--- src/rtl/muldiv_unit.sv ---
// muldiv_unit -- iterative HI/LO multiply/divide unit.
//
// Runs MULT/MULTU (shift-add) and DIV/DIVU (restoring) over 32 iterations.
// MTHI/MTLO write HI/LO directly in a single cycle.
//
// Build option: define MULDIV_DIV_EN to compile in the divider. Without it,
// DIV/DIVU leave all state alone and pulse o_err instead.
//
// Ports:
//   i_clk, i_rst_n       clock, async active-low reset
//   i_start, i_op        request and opcode (0 MULT, 1 MULTU, 2 DIV, 3 DIVU,
//                        4 MTHI, 5 MTLO, 6/7 ignored)
//   i_r, i_s             operand A (also MTHI/MTLO data), operand B
//   i_flush              abort the operation in flight
//   o_hi, o_lo           HI/LO result registers
//   o_busy               iterative operation in flight
//   o_done               one-cycle completion pulse
//   o_err                one-cycle unsupported-opcode pulse
module muldiv_unit (
    input  logic        i_clk,
    input  logic        i_rst_n,
    input  logic        i_start,
    input  logic [2:0]  i_op,
    input  logic [31:0] i_r,
    input  logic [31:0] i_s,
    input  logic        i_flush,
    output logic [31:0] o_hi,
    output logic [31:0] o_lo,
    output logic        o_busy,
    output logic        o_done,
    output logic        o_err
);
    localparam logic [2:0] OP_MULT  = 3'd0;
    localparam logic [2:0] OP_MULTU = 3'd1;
    localparam logic [2:0] OP_DIV   = 3'd2;
    localparam logic [2:0] OP_DIVU  = 3'd3;
    localparam logic [2:0] OP_MTHI  = 3'd4;
    localparam logic [2:0] OP_MTLO  = 3'd5;

    typedef enum logic {IDLE, RUN} state_t;

    state_t      state;
    logic [4:0]  count;
    logic [63:0] acc;      // mul: {partial product, multiplier}; div: {remainder, dividend/quotient}
    logic [31:0] opb;      // mul: |multiplicand|; div: |divisor|
    logic        neg_res;  // negate product / quotient at the end

    // Operand signs and magnitudes, taken straight from the request.
    logic        signed_op, sgn_a, sgn_b;
    logic [31:0] mag_a, mag_b;
    assign signed_op = (i_op == OP_MULT) || (i_op == OP_DIV);
    assign sgn_a     = signed_op & i_r[31];
    assign sgn_b     = signed_op & i_s[31];
    assign mag_a     = sgn_a ? (32'd0 - i_r) : i_r;
    assign mag_b     = sgn_b ? (32'd0 - i_s) : i_s;

    // Shift-add step: conditionally add multiplicand into the top half, shift right.
    logic [32:0] mul_sum;
    logic [63:0] mul_next, prod;
    assign mul_sum  = {1'b0, acc[63:32]} + (acc[0] ? {1'b0, opb} : 33'd0);
    assign mul_next = {mul_sum, acc[31:1]};
    assign prod     = neg_res ? (64'd0 - mul_next) : mul_next;

    logic [63:0] acc_next;
    logic [31:0] res_hi, res_lo;

`ifdef MULDIV_DIV_EN
    logic        is_div;
    logic        neg_rem;  // remainder takes the dividend's sign
    logic [31:0] opa;      // raw dividend, returned as HI on divide by zero

    // Restoring step: shift {rem,quo} left, try subtracting the divisor.
    // The shifted remainder is always below 2*divisor, so bit 32 of the
    // trial difference is set exactly when the subtraction underflows.
    logic [64:0] div_shift;
    logic [32:0] div_trial;
    logic [63:0] div_next;
    assign div_shift = {acc, 1'b0};
    assign div_trial = div_shift[64:32] - {1'b0, opb};
    assign div_next  = div_trial[32] ? div_shift[63:0]
                                     : {div_trial[31:0], div_shift[31:1], 1'b1};

    always_comb begin
        acc_next = is_div ? div_next : mul_next;
        res_hi   = prod[63:32];
        res_lo   = prod[31:0];
        if (is_div) begin
            if (opb == 32'd0) begin
                res_hi = opa;
                res_lo = 32'hFFFF_FFFF;
            end else begin
                res_hi = neg_rem ? (32'd0 - div_next[63:32]) : div_next[63:32];
                res_lo = neg_res ? (32'd0 - div_next[31:0])  : div_next[31:0];
            end
        end
    end

    assign o_err = 1'b0;
`else
    always_comb begin
        acc_next = mul_next;
        res_hi   = prod[63:32];
        res_lo   = prod[31:0];
    end
`endif

    always_ff @(posedge i_clk or negedge i_rst_n) begin
        if (!i_rst_n) begin
            state   <= IDLE;
            count   <= 5'd0;
            acc     <= 64'd0;
            opb     <= 32'd0;
            neg_res <= 1'b0;
            o_hi    <= 32'd0;
            o_lo    <= 32'd0;
            o_busy  <= 1'b0;
            o_done  <= 1'b0;
`ifdef MULDIV_DIV_EN
            is_div  <= 1'b0;
            neg_rem <= 1'b0;
            opa     <= 32'd0;
`else
            o_err   <= 1'b0;
`endif
        end else begin
            o_done <= 1'b0;
`ifdef MULDIV_DIV_EN
`else
            o_err  <= 1'b0;
`endif
            case (state)
                IDLE: if (i_start && !i_flush) begin
                    case (i_op)
                        OP_MULT, OP_MULTU: begin
                            state   <= RUN;
                            o_busy  <= 1'b1;
                            count   <= 5'd0;
                            acc     <= {32'd0, mag_b};
                            opb     <= mag_a;
                            neg_res <= sgn_a ^ sgn_b;
`ifdef MULDIV_DIV_EN
                            is_div  <= 1'b0;
`endif
                        end
                        OP_DIV, OP_DIVU: begin
`ifdef MULDIV_DIV_EN
                            state   <= RUN;
                            o_busy  <= 1'b1;
                            count   <= 5'd0;
                            acc     <= {32'd0, mag_a};
                            opb     <= mag_b;
                            neg_res <= sgn_a ^ sgn_b;
                            neg_rem <= sgn_a;
                            opa     <= i_r;
                            is_div  <= 1'b1;
`else
                            o_err   <= 1'b1;
`endif
                        end
                        OP_MTHI: o_hi <= i_r;
                        OP_MTLO: o_lo <= i_r;
                        default: ;
                    endcase
                end
                RUN: begin
                    if (i_flush) begin
                        state  <= IDLE;
                        o_busy <= 1'b0;
                        count  <= 5'd0;
                    end else begin
                        acc   <= acc_next;
                        count <= count + 5'd1;
                        if (count == 5'd31) begin
                            state  <= IDLE;
                            o_busy <= 1'b0;
                            o_done <= 1'b1;
                            o_hi   <= res_hi;
                            o_lo   <= res_lo;
                        end
                    end
                end
                default: state <= IDLE;
            endcase
        end
    end
endmodule

--- config.mk ---
export PLATFORM = sky130hd
export DESIGN_NAME = muldiv_unit
export DESIGN_NICKNAME = d
export VERILOG_FILES = /design/src/rtl/muldiv_unit.sv
export SDC_FILE = /design/constraint.sdc
export NUM_CORES = 1
export LEC_CHECK = 0
export BUFFER_PORTS_ARGS = -buffer_cell sky130_fd_sc_hd__buf_2
export CORE_ASPECT_RATIO = 1.4
export CORE_MARGIN = 8
export CORE_UTILIZATION = 30
export DETAILED_ROUTE_END_ITERATION = 16
export PLACE_DENSITY_LB_ADDON = 0.12
export SLEW_MARGIN = 20
export SYNTH_ARGS = -nofsm -noshare
export SYNTH_HDL_FRONTEND = slang
export SYNTH_SLANG_ARGS = --single-unit
--- constraint.sdc ---
create_clock -name i_clk -period 3.85 [get_ports i_clk]
set_input_delay 0.1925 -clock i_clk [delete_from_list [all_inputs] [get_ports i_clk]]
set_output_delay 0.1925 -clock i_clk [all_outputs]
set_load 0.01 [all_outputs]
==> impl_metrics.toml, run 1 <==
[floorplan]
start_util_pct = 30.4
ios = 138
die_x_um = 187
core_area_sq_um = 40300
die_h_um = 255
dieArea_sq_um = 47700
rows = 87

[clock_network]
clock_sinks = 170
clk_pin_slew_ns = 0.07
tritoncts = "done"
root_buffer = "clkbuf_16"
clk_path_buf_depth = 2
htreeDepth = 4
numCtsBuffers = 17
insertion_delay_ns = 0.45

[logic_synthesis]
netlist_area_sq_um = 12300
synth_area_leaders = "dfrtp_1 (35%), o21ai_0 (7.3%), xor2_1 (5.6%)"
post-synth-top-area-fraction_pct = 34.7
synth_edf_count = 0
synthArstFlopShare_pct = 100
synth_top_flop_cell = "dfrtp_1"
synth.yosys.seq_area_share_pct = 34.7
yosysWarnings = 0
avgSynthCellArea_sq_um = 8.20
syn_inst = 1495
synth.largest_area_cell = "dfrtp_1"
synth_seq_cells = 170
syn_nets = 1604
synth_cell_type_count = 80

[detailed_routing]
drcViolationCount = 0
drt_iter0_markers = 545
routed_wl_mm = 45.9
firstDrtPassIters = 5
viasPerCell = 5.19
wire_per_inst_um = 19.6
ant_nets = 0
vias = 12100

[grt]
grt_usage_pct = 18.8
grt_pass1_wl_mm = 70.7
grt_pass1_vias = 12400
grtUsageMet2_pct = 34.7
grt_max_degree = 150
use_met1_pct = 22.1
busiest_layer = "met2"
grt_use_met3_pct = 2.24
grt-ovfl-total = 0
antenna_found_initial = 0

[flow_run]
cap_violations = 0

[sta]
finalCriticalPeriod_ns = 4.11
final_hold_viol_count = 0
setup_ws_ns = -0.257
clock_skew_ns = 0.0104
fin_crit_sh_pct = 107
slew_viol_final = 0
setup_viol = 11
final.setup.tns_ns = -1.39
rsz0062_at_grt = "true"
relSlewSlack_pct = 35.3
tightest_slew_ns = 0.970
fmax_mhz = 243

[placement]
place_hpwl_mm = 35.2
gp_congestion = 0.872
portBuffers = 137
placed_area_sq_um = 14900

[critical_path]
crit_arrival_ns = 4.44
cp_slowest_cell = "or4b_4"
r2r-start = "acc[0]"
end_kind = "flip-flop"
required_ns = 4.18
cp_max_fo = 5
cp_cell_sequence = "buf_12 > and2_4 > ha_4 > fa_2 > buf_6 > buf_4 > a21oi_1 > a21oi_1 > o21a_1 > nor3_2 > nand3_2 > or4b_4 > or4_4 > buf_12 > o41ai_4 > xor2_1 > a21oi_1"
crit_top_cell = "a21oi_1"
crit_type = "flip-flop to flip-flop"
worstSetupStartpoint = "acc[0]"
critPathLaunchType = "flip-flop"
max_stage_delay_ns = 0.56

[finish]
drive_gt1_share_pct = 29.7
area_delta_synth_final_pct = 35.7
post-route-cell-area_sq_um = 16600
nets = 1900
antenna_cells = 0

[min_path]
hold_class = "input pin to flip-flop"
worstHoldStart = "i_start"

[pwr]
p_int_mw = 4.80
combPwrFrac_pct = 42.9
p_clk_share_pct = 23.9
swShare_pct = 38.3
ir_drop_v = 0.000309
p_seq_share_pct = 33.3
netSwitchingPower_mw = 2.98
leakage_nw = 7.39
p_per_area_nw_per_um2 = 467

[status]
outcome = "finished with violations"
violations = "negative setup slack"
-- metrics by stage --
stage / std cells / hold slack [ns] / setup WS, ns / util, % / power [mW]
after global routing: 2338 / 0.0654 / -0.443 / 41.3 / 8.25
after global placement: 2272 / 0.407 / -0.524 / 36.9 / 5.43
after floorplan: 1495 / -0.103 / -0.133 / - / 4.05
after CTS: 2328 / 0.0290 / -0.332 / 40.2 / 7.65
after detailed placement: 2272 / 0.413 / -0.472 / 36.9 / 5.45
final: 2338 / 0.0488 / -0.257 / 41.3 / 7.78
-- path summary, 6_finish.rpt --
kind | end | slack [ns] | cells past startpoint
setup / recovery | o_hi[29] | -0.26 | 17
hold reg to reg | o_lo[29] | 0.47 | 1
min in group asynchronous | o_lo[7] | 0.44 | 2
max in group asynchronous | o_hi[18] | 2.54 | 3
setup reg to reg | o_hi[29] | -0.26 | 17
hold / removal | o_err | 0.05 | 2
-- repair_timing --
action / in CTS / in global routing
cloned: 0 / 0
buffers inserted: 24 / 15
hold buffers: 1 / 0
resized for setup: 93 / 64
endpoints found under the hold margin: 108 / 0
pin swaps: 48 / 40
setup endpoints to repair: 19 / 19
-- cells in the final DEF, fill, tap and decap left out, types with 17 or more instances in the layout --
cell type,n
a211oi_1,40
a21o_1,50
a21oi_1,89
a22o_1,24
and2_1,40
buf_2,136
buf_4,213
clkbuf_16,17
dfrtp_1,167
ha_1,21
inv_1,19
nand2_1,179
nand3_1,19
nor2_1,115
nor3_1,26
o21ai_0,171
o31ai_1,26
xnor2_1,37
xor2_1,77
-- layout make-up --
class / count / area (sq um)
clock buffers: 20 / 457
clock inverters: 12 / 166
fillers: 4233 / 23600
inverters: 20 / 75.1
multi-input cells: 1212 / 8450
flip-flops and latches: 170 / 4260
well taps: 534 / 668
repair buffers: 370 / 2560
-- sequential cells by signal, indices dropped and copies added (netlist names) --
name,flops
acc,64
o_hi,32
o_lo,32
opb,32
count,5
neg_res,1
o_busy,1
o_done,1
o_err,1
state,1
-- cell families after synthesis --
logic type / share of synthesized area (%)
xor+xnor: 8.50
mux: 0.990
flops: 34.7
simple gates: 20.4
fa+ha+maj: 3.94
compound gates: 27.9
buf+inv: 3.59
-- power groups by stage --
stage	Sequential [mW]	Clock [mW]	Combinational [mW]
CTS	2.59	1.89	3.16
floorplan	2.56	0	1.48
global placement	2.61	0	2.83
detailed placement	2.61	0	2.84
global route	2.64	1.96	3.65
finish	2.59	1.86	3.34
-- per-layer routing --
layer	up-vias	share of wire, %
met5	-	0
met4	0	2.9
met1	5869	43
li1	6015	-
met3	53	2.1
met2	197	52
-- critical path, delay by kind of cell, from the launching register on --
family	cells	cell delay, ns
compound gates	5	0.75
xor+xnor	1	0.18
fa+ha+maj	2	0.53
buf+inv	4	0.59
flops	1	0.45
simple gates	5	1.48
-- Yosys cell counts, types with 5 or more instances --
cell type and n:
mux2i_1 11, xor2_1 79, nand2b_1 8, clkbuf_1 86, o21a_1 5, nand4_1 7, and3_1 15, dfrtp_1 170
a22o_1 24, xnor2_1 40, inv_1 19, a21o_1 50, nand3b_1 5, and2_1 51, or4_1 6, a211oi_1 50
nor4_1 12, o211ai_1 10, nor2b_1 8, o31ai_1 30, nor2_1 120, nand2_1 182, ha_1 37, o41ai_1 17
o21bai_1 5, nor3b_1 8, a21boi_0 5, nor3_1 31, a21oi_1 101, nand3_1 22, o21ai_0 178, or3_1 14
(Power assumes the default switching activity.)
==> inputs of run 2 (changes only) <==
--- a/config.mk
+++ b/config.mk
@@ -12,4 +12,3 @@
 export DETAILED_ROUTE_END_ITERATION = 16
-export PLACE_DENSITY_LB_ADDON = 0.12
-export SLEW_MARGIN = 20
+export PLACE_DENSITY_LB_ADDON = 0.08
 export SYNTH_ARGS = -nofsm -noshare
==> constraint.sdc (replaced) <==
create_clock -name i_clk -period 3.85 [get_ports i_clk]
set_input_delay 0.77 -clock i_clk [delete_from_list [all_inputs] [get_ports i_clk]]
set_output_delay 0.77 -clock i_clk [all_outputs]
set_load 0.01 [all_outputs]
==> impl_metrics.toml, run 2 (synthesis results as in run 1) <==
[clock_network]
tritoncts = "done"
hold_buffers = 0
insertion_delay_ns = 0.45
clk_path_buf_depth = 2
root_buffer = "clkbuf_16"
numCtsBuffers = 17
clk_pin_slew_ns = 0.07
clock_sinks = 170
htreeDepth = 4

[sta]
setup_viol = 9
fmax_mhz = 250
rsz0062_at_grt = "true"
setup_ws_ns = -0.157
finalCriticalPeriod_ns = 4.01
relSlewSlack_pct = 20.9
final_hold_viol_count = 0
worst_hold_slack_ns = 0.309
tightest_slew_ns = 1.18
slew_viol_final = 0
fin_crit_sh_pct = 104
clock_skew_ns = 0.0153

[finish]
seq_area_sq_um = 4260
drive_gt1_share_pct = 29.8
largest_register = "acc"
final_common_cell = "buf_4"
post-route-cell-area_sq_um = 16400
fill_cells = 4257
layout_common_cells = "buf_4 (222), nand2_1 (180), o21ai_0 (167), dfrtp_1 (167), buf_2 (136)"
largest_reg_flops = 64
multi_input_area_sq_um = 8320
area_delta_synth_final_pct = 34.1
nets = 1901

[detailed_routing]
wire_per_inst_um = 19.7
drcViolationCount = 0
drt_iter0_markers = 614
viasPerCell = 5.17
ant_nets = 0
firstDrtPassIters = 4
vias = 12100
routed_wl_mm = 46.0

[pwr]
ir_drop_v = 0.000312
leakage_nw = 7.35
p_per_area_nw_per_um2 = 460

[floorplan]
start_util_pct = 30.4
ios = 138
dieArea_sq_um = 47700
die_h_um = 255
rows = 87
core_area_sq_um = 40300
die_x_um = 187

[flow_run]
cap_violations = 0

[status]
violations = "negative setup slack"
outcome = "finished with violations"

[grt]
grt_pass1_wl_mm = 71.7
grt-ovfl-total = 0
grt_pass1_vias = 12500
grt_usage_pct = 19.0
grt_max_degree = 111
antenna_found_initial = 1

[critical_path]
required_ns = 4.18
crit_type = "flip-flop to flip-flop"
end_kind = "flip-flop"
crit_arrival_ns = 4.34
critPathLaunchType = "flip-flop"
cp_max_fo = 8

[placement]
place_hpwl_mm = 35.6
portBuffers = 137
placed_area_sq_um = 14900
gp_congestion = 0.877

[min_path]
hold_class = "input pin to asynchronous set/reset pin"
run 2: cell count changes in the layout (fill, tap and decap cells not counted), moves of 3 or more:
cell	previous run	this run
o21ai_0	171	167
a211oi_4	4	1
o31ai_2	0	4
a211oi_2	6	12
clkinv_4	6	0
buf_6	13	7
a211oi_1	40	37
o21ai_1	3	7
inv_6	0	4
buf_4	213	222
or3_4	2	5
or3_1	12	9
run 2: path summary, 6_finish.rpt:
check / startpoint / to / slack, ns / depth (start not counted)
max: acc[0] / o_hi[17] / -0.16 / 16
min: i_rst_n / o_lo[9] / 0.31 / 1
max reg2reg: acc[0] / o_hi[17] / -0.16 / 16
min reg2reg: o_lo[9] / o_lo[9] / 0.47 / 1
max in group asynchronous: i_rst_n / o_lo[4] / 2.57 / 2
min in group i_clk: o_lo[9] / o_lo[9] / 0.47 / 1
run 2: area by class of cell:
type | instances | share of cell area [%]
tap | 534 | 4.06
antenna | 1 | 0.0152
sequential | 170 | 25.9
clock inverter | 12 | 0.830
inverter | 20 | 0.457
timing repair buffer | 371 | 15.4
multi-input combinational | 1212 | 50.6
clock buffer | 19 | 2.69
run 2: what timing repair did:
item                                    4_1_cts  5_1_grt
resized for setup                            66       76
pin swaps                                    24       31
cloned                                        0        0
endpoints found under the setup margin       18       19
setup buffers                                18       16
run 2: critical path, cell delays in order, from the launching register on:
cell      delay [ns]
dfrtp_2         0.50
buf_6           0.16
and2_4          0.14
ha_4            0.23
a21o_1          0.17
a21o_1          0.17
a221o_1         0.35
or3_4           0.40
and2_4          0.17
or4b_4          0.48
buf_4           0.15
buf_6           0.12
o31ai_4         0.26
xor2_1          0.23
buf_4           0.16
a211oi_2        0.06
a21o_1          0.17
run 2: stage by stage:
step	worst slack, ns	utilization, %	setup TNS [ns]	instances	power [mW]
after floorplan	-0.133	-	-0.667	1495	4.05
after global placement	-0.520	37.0	-5.55	2274	5.46
after detailed placement	-0.543	37.0	-6.40	2274	5.47
after CTS	-0.142	39.6	-0.729	2323	7.53
after global routing	-0.262	40.8	-2.45	2339	8.06
final	-0.157	40.8	-0.871	2339	7.56
run 2: power breakdown:
part,internal (mW),switching (mW),total (mW),leakage [nW]
combinational,1.47,1.71,3.18,4.90
sequential,2.19,0.396,2.59,2.18
clock,0.980,0.815,1.79,0.282
run 2: layer usage:
layer | wire length [um] | GRT usage (%) | vias up | part of all wire, %
li1 | - | - | 6042 | -
met1 | 20200 | 22.9 | 5819 | 44
met3 | 1130 | 2.69 | 49 | 2.5
met5 | 0 | 0 | - | 0
met4 | 1100 | 6.66 | 0 | 2.4
met2 | 23600 | 34.4 | 181 | 51
==> inputs of run 3 (changes only) <==
- RECOVER_POWER: default -> 100
==> impl_metrics.toml, run 3 (synthesis results as in run 1) <==
[finish]
drive_gt1_share_pct = 25.0
fill_cells = 4308
largest_reg_flops = 64
fin_cells = 2339
area_delta_synth_final_pct = 32.6
layout_common_cells = "buf_4 (210), nand2_1 (180), o21ai_0 (167), dfrtp_1 (167), nor2_1 (118)"
nets = 1901
post-route-cell-area_sq_um = 16200
largest_register = "acc"
post-route-util_pct = 40.3
final_common_cell = "buf_4"

[placement]
gp_congestion = 0.877
placed_area_sq_um = 14900
portBuffers = 137
place_hpwl_mm = 35.6
place_inst = 2274

[pwr]
ir_drop_v = 0.000313
p_seq_share_pct = 34.6
p_clk_share_pct = 23.9
netSwitchingPower_mw = 2.91
p_int_mw = 4.58
swShare_pct = 38.9
leakage_nw = 7.06
p_per_area_nw_per_um2 = 461
combPwrFrac_pct = 41.5

[detailed_routing]
m1WireLength_mm = 20.2
routed_wl_mm = 45.9
drt_iter0_markers = 650
wire_per_inst_um = 19.6
firstDrtPassIters = 5
viasPerCell = 5.18
vias = 12100
dr_wl_met2_mm = 23.6
ant_nets = 0
dr.max_layer_used = "met4"
drcViolationCount = 0
route.met3.wl_mm = 1.05

[clock_network]
hold_buffers = 0
numCtsBuffers = 17
clk_pin_slew_ns = 0.08
clk_path_buf_depth = 2
htreeDepth = 4
root_buffer = "clkbuf_16"
tritoncts = "done"
insertion_delay_ns = 0.45
clock_sinks = 170

[grt]
grt_pass1_wl_mm = 71.7
grt_pass1_vias = 12500
grt-ovfl-total = 0
grt_usage_pct = 19.0
antenna_found_initial = 1
grt_max_degree = 111

[floorplan]
ios = 138
die_h_um = 255
start_util_pct = 30.4
core_area_sq_um = 40300
die_x_um = 187
rows = 87
dieArea_sq_um = 47700

[sta]
setup_ws_ns = -0.148
finalCriticalPeriod_ns = 4.00
relSlewSlack_pct = -96.9
fin_crit_sh_pct = 104
final_hold_viol_count = 0
fmax_mhz = 250
slew_viol_final = 122
tightest_slew_ns = 2.95
rsz0062_at_grt = "true"
clock_skew_ns = 0.0148
setup_viol = 9

[critical_path]
required_ns = 4.18
crit_arrival_ns = 4.33
critPathLaunchType = "flip-flop"
crit_type = "flip-flop to flip-flop"
cp_max_fo = 8
cp_slowest_cell = "dfrtp_2"
crit_top_cell = "a21o_1"
end_kind = "flip-flop"
max_stage_delay_ns = 0.49
cp_cell_sequence = "buf_6 > and2_4 > ha_4 > a21o_1 > a21o_1 > a221o_1 > or3_4 > and2_4 > or4b_4 > buf_4 > buf_6 > o31ai_4 > xor2_1 > buf_4 > a211oi_2 > a21o_1"

[flow_run]
cap_violations = 3

[status]
outcome = "finished with violations"
violations = "max-capacitance violations, max-slew violations, negative setup slack"

[min_path]
hold_class = "flip-flop to flip-flop"
[run 3: cell count changes in the layout (fill, tap and decap cells not counted), sizes merged]
cell           delta
clkbuf           +82
buf              -83
clkdlybuf4s25     +1
[run 3: per-stage QoR]
step           TNS, ns  power [mW]  worst slack (ns)  hold slack, ns
4_1_cts         -0.729        7.53            -0.142           0.308
3_3_place_gp     -5.55        5.46            -0.520           0.458
6_report        -0.855        7.49            -0.148           0.476
2_1_floorplan   -0.667        4.05            -0.133           0.442
3_5_place_dp     -6.40        5.47            -0.543           0.461
5_1_grt          -9.37        7.99            -0.262           0.493
[run 3: worst max-delay path: cells and delay by family, from the launching register on]
kind	cells	cell delay [ns]
fa+ha+maj	1	0.22
xor+xnor	1	0.23
buf+inv	4	0.59
compound gates	6	1.18
flops	1	0.49
simple gates	4	1.19
[run 3: routing by layer]
layer	GRT usage [%]	vias up
met5	0	-
met2	34.4	170
met1	22.9	5848
met3	2.69	51
met4	6.66	0
li1	-	6037
[run 3: worst paths after layout]
check	from	to	slack, ns	cells past startpoint
worst min-delay path	opb[28]	opb[28]	0.48	2
max in group asynchronous	i_rst_n	state	0.45	2
min in group asynchronous	i_rst_n	o_lo[9]	1.49	1
worst min register to register	opb[28]	opb[28]	0.48	2
worst max register to register	acc[0]	o_hi[17]	-0.15	16
worst max-delay path	acc[0]	o_hi[17]	-0.15	16
[run 3: power groups by stage]
stage / clock (mW) / combinational [mW] / sequential [mW]
finish: 1.79 / 3.11 / 2.59
global route: 1.90 / 3.43 / 2.66
floorplan: 0 / 1.48 / 2.56
CTS: 1.85 / 3.09 / 2.59
detailed placement: 0 / 2.86 / 2.61
global placement: 0 / 2.85 / 2.62
[run 3: final cells by class]
type	instances	area, sq um	area share [%]
multi-input cells	1212	8280	50.9
flip-flops and latches	170	4260	26.2
repair buffers	371	2390	14.7
well taps	534	668	4.11
clock buffers	19	443	2.73
clock inverters	12	136	0.839
inverters	20	75.1	0.462
diodes	1	2.50	0.0154
[run 3: timing repair]
| action | 4_1_cts | 5_1_grt |
|---|---|---|
| setup buffers | 18 | 16 |
| resized for setup | 66 | 76 |
| pin swaps | 24 | 31 |
| endpoints found under the setup margin | 18 | 19 |
